## src/rtl/compare_scheduler_if.sv

```systemverilog
// Bus bundle between the compare scheduler, its requesters, the shared redundant
// comparator and the response consumer.
interface compare_scheduler_if #(
    parameter int NREQ = 4
);
    logic [NREQ-1:0]   req_valid;
    logic [8*NREQ-1:0] req_a;
    logic [8*NREQ-1:0] req_b;
    logic [NREQ-1:0]   req_ready;
    logic [7:0]        cmp_a;
    logic [7:0]        cmp_b;
    logic              cmp_eq;
    logic              cmp_error;
    logic              rsp_valid;
    logic              rsp_ready;
    logic [2:0]        rsp_id;
    logic              rsp_eq;
    logic              rsp_fault;
    logic [7:0]        err_count;
    logic              fault_sticky;
    logic              fault_clr;

    modport master (
        output req_valid, req_a, req_b, cmp_eq, cmp_error, rsp_ready, fault_clr,
        input  req_ready, cmp_a, cmp_b, rsp_valid, rsp_id, rsp_eq, rsp_fault,
               err_count, fault_sticky
    );

    modport slave (
        input  req_valid, req_a, req_b, cmp_eq, cmp_error, rsp_ready, fault_clr,
        output req_ready, cmp_a, cmp_b, rsp_valid, rsp_id, rsp_eq, rsp_fault,
               err_count, fault_sticky
    );
endinterface

```

## src/rtl/compare_scheduler.sv

```systemverilog
// Round-robin scheduler sharing one redundant 8-bit comparator among NREQ
// requesters, with bounded re-sampling on copy disagreement and a sticky fault.
module compare_scheduler #(
    parameter int NREQ          = 4,
    parameter int MAX_RETRY     = 2,
    parameter int LOCK_ON_FAULT = 1
) (
    input logic clk,
    input logic rst,
    compare_scheduler_if.slave bus
);
    typedef enum logic [1:0] {IDLE, CMP, RESP} state_t;

    localparam logic [2:0] RETRY_MAX = 3'(MAX_RETRY);
    localparam logic [2:0] LAST_ID   = 3'(NREQ - 1);

    state_t          state;
    logic [2:0]      rr_ptr;
    logic [2:0]      retry_cnt;
    logic [NREQ-1:0] grant;
    logic            grant_any;
    logic [2:0]      grant_id;
    logic [7:0]      grant_a;
    logic [7:0]      grant_b;
    logic            locked;
    logic            fault_set;

    assign locked    = (LOCK_ON_FAULT != 0) && bus.fault_sticky;
    assign fault_set = (state == CMP) && bus.cmp_error && (retry_cnt == RETRY_MAX);

    // The grant must be combinational: a registered ready could pulse for a
    // requester that has since dropped req_valid.
    always_comb begin
        grant     = '0;
        grant_any = 1'b0;
        grant_id  = '0;
        grant_a   = '0;
        grant_b   = '0;
        if (state == IDLE && !rst && !locked) begin
            for (int unsigned i = 0; i < NREQ; i++) begin
                if (!grant_any && bus.req_valid[i] && 3'(i) >= rr_ptr) begin
                    grant_any = 1'b1;
                    grant_id  = 3'(i);
                end
            end
            for (int unsigned i = 0; i < NREQ; i++) begin
                if (!grant_any && bus.req_valid[i] && 3'(i) < rr_ptr) begin
                    grant_any = 1'b1;
                    grant_id  = 3'(i);
                end
            end
            for (int unsigned i = 0; i < NREQ; i++) begin
                if (grant_any && 3'(i) == grant_id) begin
                    grant[i] = 1'b1;
                    grant_a  = bus.req_a[8*i +: 8];
                    grant_b  = bus.req_b[8*i +: 8];
                end
            end
        end
    end

    assign bus.req_ready = grant;

    always_ff @(posedge clk) begin
        if (rst) begin
            state            <= IDLE;
            rr_ptr           <= '0;
            retry_cnt        <= '0;
            bus.cmp_a        <= '0;
            bus.cmp_b        <= '0;
            bus.rsp_valid    <= 1'b0;
            bus.rsp_id       <= '0;
            bus.rsp_eq       <= 1'b0;
            bus.rsp_fault    <= 1'b0;
            bus.err_count    <= '0;
            bus.fault_sticky <= 1'b0;
        end else begin
            if (fault_set) begin
                bus.fault_sticky <= 1'b1;
            end else if (bus.fault_clr) begin
                bus.fault_sticky <= 1'b0;
            end

            if (state == CMP && bus.cmp_error && bus.err_count != 8'hFF) begin
                bus.err_count <= bus.err_count + 8'd1;
            end

            case (state)
                IDLE: begin
                    if (grant_any) begin
                        bus.cmp_a  <= grant_a;
                        bus.cmp_b  <= grant_b;
                        bus.rsp_id <= grant_id;
                        retry_cnt  <= '0;
                        state      <= CMP;
                    end
                end
                CMP: begin
                    if (!bus.cmp_error) begin
                        bus.rsp_eq    <= bus.cmp_eq;
                        bus.rsp_fault <= 1'b0;
                        bus.rsp_valid <= 1'b1;
                        state         <= RESP;
                    end else if (retry_cnt != RETRY_MAX) begin
                        retry_cnt <= retry_cnt + 3'd1;
                    end else begin
                        bus.rsp_eq    <= 1'b0;
                        bus.rsp_fault <= 1'b1;
                        bus.rsp_valid <= 1'b1;
                        state         <= RESP;
                    end
                end
                RESP: begin
                    if (bus.rsp_ready) begin
                        bus.rsp_valid <= 1'b0;
                        rr_ptr        <= (bus.rsp_id == LAST_ID) ? 3'd0 : bus.rsp_id + 3'd1;
                        state         <= IDLE;
                    end
                end
                default: state <= IDLE;
            endcase
        end
    end
endmodule
```

## src/flat_wrapper.sv

```systemverilog
// flat-port wrapper written by rule: the top's interface ports become plain ports
module compare_scheduler_flat 
#(
    parameter int NREQ          = 4,
    parameter int MAX_RETRY     = 2,
    parameter int LOCK_ON_FAULT = 1
)
  (clk, rst, bus_req_valid, bus_req_a, bus_req_b, bus_cmp_eq, bus_cmp_error, bus_rsp_ready, bus_fault_clr, bus_req_ready, bus_cmp_a, bus_cmp_b, bus_rsp_valid, bus_rsp_id, bus_rsp_eq, bus_rsp_fault, bus_err_count, bus_fault_sticky);
  compare_scheduler_if #(.NREQ(NREQ)) bus_i ();
  input logic clk;
  input logic rst;
  input wire logic [$bits(bus_i.req_valid)-1:0] bus_req_valid;
  input wire logic [$bits(bus_i.req_a)-1:0] bus_req_a;
  input wire logic [$bits(bus_i.req_b)-1:0] bus_req_b;
  input wire logic [$bits(bus_i.cmp_eq)-1:0] bus_cmp_eq;
  input wire logic [$bits(bus_i.cmp_error)-1:0] bus_cmp_error;
  input wire logic [$bits(bus_i.rsp_ready)-1:0] bus_rsp_ready;
  input wire logic [$bits(bus_i.fault_clr)-1:0] bus_fault_clr;
  output wire logic [$bits(bus_i.req_ready)-1:0] bus_req_ready;
  output wire logic [$bits(bus_i.cmp_a)-1:0] bus_cmp_a;
  output wire logic [$bits(bus_i.cmp_b)-1:0] bus_cmp_b;
  output wire logic [$bits(bus_i.rsp_valid)-1:0] bus_rsp_valid;
  output wire logic [$bits(bus_i.rsp_id)-1:0] bus_rsp_id;
  output wire logic [$bits(bus_i.rsp_eq)-1:0] bus_rsp_eq;
  output wire logic [$bits(bus_i.rsp_fault)-1:0] bus_rsp_fault;
  output wire logic [$bits(bus_i.err_count)-1:0] bus_err_count;
  output wire logic [$bits(bus_i.fault_sticky)-1:0] bus_fault_sticky;
  assign bus_i.req_valid = bus_req_valid;
  assign bus_i.req_a = bus_req_a;
  assign bus_i.req_b = bus_req_b;
  assign bus_i.cmp_eq = bus_cmp_eq;
  assign bus_i.cmp_error = bus_cmp_error;
  assign bus_i.rsp_ready = bus_rsp_ready;
  assign bus_i.fault_clr = bus_fault_clr;
  assign bus_req_ready = bus_i.req_ready;
  assign bus_cmp_a = bus_i.cmp_a;
  assign bus_cmp_b = bus_i.cmp_b;
  assign bus_rsp_valid = bus_i.rsp_valid;
  assign bus_rsp_id = bus_i.rsp_id;
  assign bus_rsp_eq = bus_i.rsp_eq;
  assign bus_rsp_fault = bus_i.rsp_fault;
  assign bus_err_count = bus_i.err_count;
  assign bus_fault_sticky = bus_i.fault_sticky;
  compare_scheduler #(.NREQ(NREQ), .MAX_RETRY(MAX_RETRY), .LOCK_ON_FAULT(LOCK_ON_FAULT)) u_core (.clk(clk), .rst(rst), .bus(bus_i));
endmodule
```

## config.mk

```make
export PLATFORM = sky130hd
export DESIGN_NAME = compare_scheduler_flat
export DESIGN_NICKNAME = d
export VERILOG_FILES = /design/src/rtl/compare_scheduler_if.sv /design/src/rtl/compare_scheduler.sv /design/src/flat_wrapper.sv
export SDC_FILE = /design/constraint.sdc
export NUM_CORES = 1
export LEC_CHECK = 0
export CAP_MARGIN = 10
export CORE_ASPECT_RATIO = 0.75
export CORE_MARGIN = 3
export CORE_UTILIZATION = 37
export DETAILED_ROUTE_END_ITERATION = 10
export GPL_ROUTABILITY_DRIVEN = 1
export HOLD_SLACK_MARGIN = 0.1
export PLACE_DENSITY = 0.8
export SLEW_MARGIN = 20
export SYNTH_ARGS = -nofsm -noshare
export SYNTH_HDL_FRONTEND = slang
export SYNTH_SLANG_ARGS = --single-unit
```

## constraint.sdc

```tcl
create_clock -name clk -period 2.1 [get_ports clk]
set_clock_uncertainty 0.2 [all_clocks]
set_input_delay 0.42 -clock clk [delete_from_list [all_inputs] [get_ports clk]]
set_output_delay 0.42 -clock clk [all_outputs]
set_load 0.02 [all_outputs]
```

==> impl_table.tex <==
\begin{tabular}{lr}
\hline
Metric & Value \\
\hline
\multicolumn{2}{l}{\textbf{Status}} \\
Status & finished, violations left \\
Failing checks & setup timing \\
\multicolumn{2}{l}{\textbf{Synth}} \\
Count of yosys warnings during synthesis & 0 \\
Yosys cell types & 47 \\
Part of the Yosys area used for sequential elements & 0.3203 \\
Post-synthesis cell area & 2312 µm² \\
Fraction of registers with async set or reset after synthesis & 0 \\
Area share of the leading cell type in the synthesized netlist & 0.3203 \\
Largest cells by area after synthesis & dfxtp\_1 32\%, a21oi\_1 6.3\%, o221ai\_1 5.7\% \\
Net count after synthesis & roughly 360 \\
Post-synth EDFFs & 0 \\
Main synth FF type & dfxtp\_1 \\
Synthesized area divided by synthesized cell count & approximately 8 µm² \\
Flip-flop and latch count after synthesis & 37 \\
Area leader, netlist & dfxtp\_1 \\
Synthesized instance count & between 200 and 300 \\
\multicolumn{2}{l}{\textbf{Cells and area}} \\
Ant. Diodes & 0 \\
Area growth syn-to-layout & 82.25\% \\
Net count reported at finish & a little over 500 \\
Layout cells sized above 1 & 0.2691 \\
Post-route insts no fill & around 510 \\
\multicolumn{2}{l}{\textbf{Timing}} \\
Number of slew-limit violations in the final report & 0 \\
Time the worst path needs with I/O delays and setup & approximately 2.3 ns \\
Worst hold slack across all endpoints & roughly 0.28 ns \\
Unrepaired setup endpoints after global routing & true \\
Setup WS post-layout & -0.1842 ns \\
Portion of the clock cycle consumed by the worst path in the final layout & 1.088 \\
Final hold vios & 0 \\
Achievable frequency & between 400 and 500 MHz \\
Finish-stage setup viols & 18 \\
Setup\_tns & -1.116 ns \\
\multicolumn{2}{l}{\textbf{Global routing}} \\
Total routing usage reported by global routing & 0.2297 \\
Number of global-route vias before repair & 2791 \\
Antenna violations before repair & 0 \\
Pin count of the biggest net entering global routing & 23 \\
Grt total ovfl & 0 \\
First-pass GRT wire length & approximately 14000 µm \\
\multicolumn{2}{l}{\textbf{Power and ir drop}} \\
Switching power total & roughly 0.64 mW \\
Maximum ir drop on the vdd rail & about 260 µV \\
Cell Pwr Density & $\sim$480 nW/µm² \\
Part of the power in combinational logic & 0.353 \\
Leak pwr & about 1.7 nW \\
Power Internal & roughly 1.4 mW \\
Clk pwr share & 0.271 \\
Sequential power share & 0.377 \\
Share of total power consumed by net switching & 0.3174 \\
\multicolumn{2}{l}{\textbf{Placement}} \\
Post-detailed-placement half-perimeter wirelength & 5932 µm \\
Cell count after placement & between 400 and 500 \\
Count of input and output buffers & between 100 and 150 \\
Routability congestion estimate & about 0.86 \\
Setup WS pre-CTS & -0.9179 ns \\
\multicolumn{2}{l}{\textbf{Floorplanning}} \\
Number of top-level pins & roughly 110 \\
Placeable core region & about 5900 µm² \\
Starting density of the core & 0.3909 \\
Number of standard-cell rows in the floorplan & 24 \\
Total Die Area & about 7200 µm² \\
Chip Height & 74.46 µm \\
Die Wd & between 90 and 100 µm \\
\multicolumn{2}{l}{\textbf{Critical path}} \\
Max stage delay cell, worst path & dlygate4sd2\_1 \\
Top Family by Delay on Critical Path & buffers and inverters \\
CP max FO & 10 \\
Ordered cell list for the critical path & dlygate4sd2\_1 -> buf\_4 -> nor2b\_1 -> a221oi\_2 -> buf\_4 -> nand2\_4 -> nor2\_4 -> buf\_6 \\
Crit-path most repeated cell & buf\_4 \\
CP Capture Type & primary output \\
Worst path required time & 1.48 ns \\
Startpoint kind of the worst setup timing path & input port \\
Buffering stage count on the worst path with inverters included & 4 \\
Category of the critical setup timing path & input port to primary output \\
Biggest cell delay along the critical path & about 0.24 ns \\
Endpoint arrival time on the critical path & $\sim$1.7 ns \\
\multicolumn{2}{l}{\textbf{Drt}} \\
Router iterations before antenna repair & 4 \\
Total wirelength of the detailed-routed design & $\sim$8700 µm \\
Mean routed wirelength per cell & between 15 and 20 µm \\
Via count & 2771 \\
Count of unresolved DRC violations after routing & 0 \\
Count of nets left with antenna violations after detail routing & 0 \\
Routed vias/inst & between 5 and 6 \\
DRC violation total after the first TritonRoute iteration & $\sim$120 \\
\multicolumn{2}{l}{\textbf{CTS}} \\
Post-CTS Hold Buffers & 0 \\
Buffer levels on the longest clock path & 2 \\
Root buf cell & clkbuf\_8 \\
Clock sink count & 37 \\
Depth of the CTS H-tree & 2 \\
TritonCTS clock tree & yes \\
Clock-pin slew reported for the worst setup and hold paths after clock tree synthesis & 0.09 ns \\
CTS Buf Count & 5 \\
Clock insertion delay at the later pin of the skew report & 0.30 ns \\
\multicolumn{2}{l}{\textbf{Min path}} \\
Type of the tightest min-delay check & flop to flop \\
\multicolumn{2}{l}{\textbf{Run}} \\
Max-cap check violation count & 0 \\
\hline
\end{tabular}
## per-layer routing
layer	up-vias	part of all wire	global-route usage
met5	-	0	0
met4	0	0.020	0.08449
met3	20	0.078	0.06560
met2	120	0.47	0.3861
met1	1301	0.43	0.2866
li1	1330	-	-
## layout by cell type (no fill, tap or decap), types with 15 or more instances in the layout
| cell type | Yosys | layout |
|---|---|---|
| nor2_1 | 30 | 27 |
| nand2_1 | 22 | 20 |
| dfxtp_1 | 37 | 33 |
| and2_4 | 0 | 15 |
| buf_4 | 2 | 39 |
| clkdlybuf4s50_1 | 0 | 98 |
| o221ai_1 | 15 | 15 |
| a21oi_1 | 29 | 24 |
| o21a_1 | 16 | 16 |
| and2_1 | 20 | 16 |
## logic make-up (layout without fill, tap and decap cells)
group                    after synthesis  count (layout)  synth area share
XOR/XNOR                               7               7           0.02652
multiplexers                           2               2          0.008658
AND/OR/NAND/NOR                      107             107            0.2359
other                                  1               1          0.001622
adder cells (fa/ha/maj)                4               4           0.02165
flip-flops                            37              37            0.3203
AO/OA/AOI/OAI                         99              99            0.3274
buffers and inverters                 28             174           0.05790
## cell type report
type,instances,area (µm²)
fill,437,1702
timing repair buffer,158,1568
inverter,8,30.03
tap,78,97.59
clock buffer,5,68.82
multi-input combinational,220,1677
clock inverter,3,25.02
sequential,37,748.2
## synth_stat cells, types with 6 or more instances
cell      instances
dfxtp_1          37
nor2_1           30
a21oi_1          29
nand2_1          22
and2_1           20
o21a_1           16
o221ai_1         15
and2_0           11
clkbuf_1         10
o21ai_0           9
inv_1             8
o41ai_2           8
nor2b_1           7
o41ai_1           6
## flip-flops by register name (all words and copies together), names as in the netlist
signal                   count
u_core.bus.cmp_a             8
u_core.bus.cmp_b             8
u_core.bus.err_count         8
u_core.bus.fault_sticky      1
u_core.bus.rsp_eq            1
u_core.bus.rsp_fault         1
u_core.bus.rsp_id            2
u_core.bus.rsp_valid         1
u_core.retry_cnt             3
u_core.rr_ptr                2
u_core.state                 2
## worst paths after layout
path                            from             endpoint  slack (ns)  cells past startpoint
min              u_core.bus.cmp_a[5]  u_core.bus.cmp_a[5]        0.28                      2
max reg2reg  u_core.bus.fault_sticky  u_core.bus.cmp_b[1]       -0.07                      7
max                 bus_req_valid[0]     bus_req_ready[3]       -0.18                      8
min reg2reg      u_core.bus.cmp_a[5]  u_core.bus.cmp_a[5]        0.28                      2
## stage by stage
stage,util,power (mW),instance area (µm²)
floorplan,-,1.053,2354
global placement,0.6347,1.358,3755
detailed placement,0.6347,1.372,3755
CTS,0.6910,1.987,4088
global route,0.7124,2.107,4214
finish,0.7124,2.025,4214
## power by group through the flow
stage	Sequential (mW)	Clock (mW)	Combinational, mW
2_1_floorplan	0.809	0	0.243
3_3_place_gp	0.774	0	0.583
3_5_place_dp	0.777	0	0.594
4_1_cts	0.762	0.553	0.672
5_1_grt	0.767	0.580	0.760
6_report	0.763	0.548	0.714
## worst register-to-register path, delay by kind of cell, from the launching register on
kind                   cells  cell delay (ns)
AND/OR/NAND/NOR            2             0.72
AO/OA/AOI/OAI              3             0.52
flip-flops                 1             0.33
buffers and inverters      2             0.30
## timing repair
action / 4_1_cts / 5_1_grt
setup endpoints to repair: 24 / 22
pin swaps: 27 / 5
gates resized for setup: 75 / 18
buffers inserted: 5 / 6
cloned: 2 / 0
(Power assumes the default switching activity.)
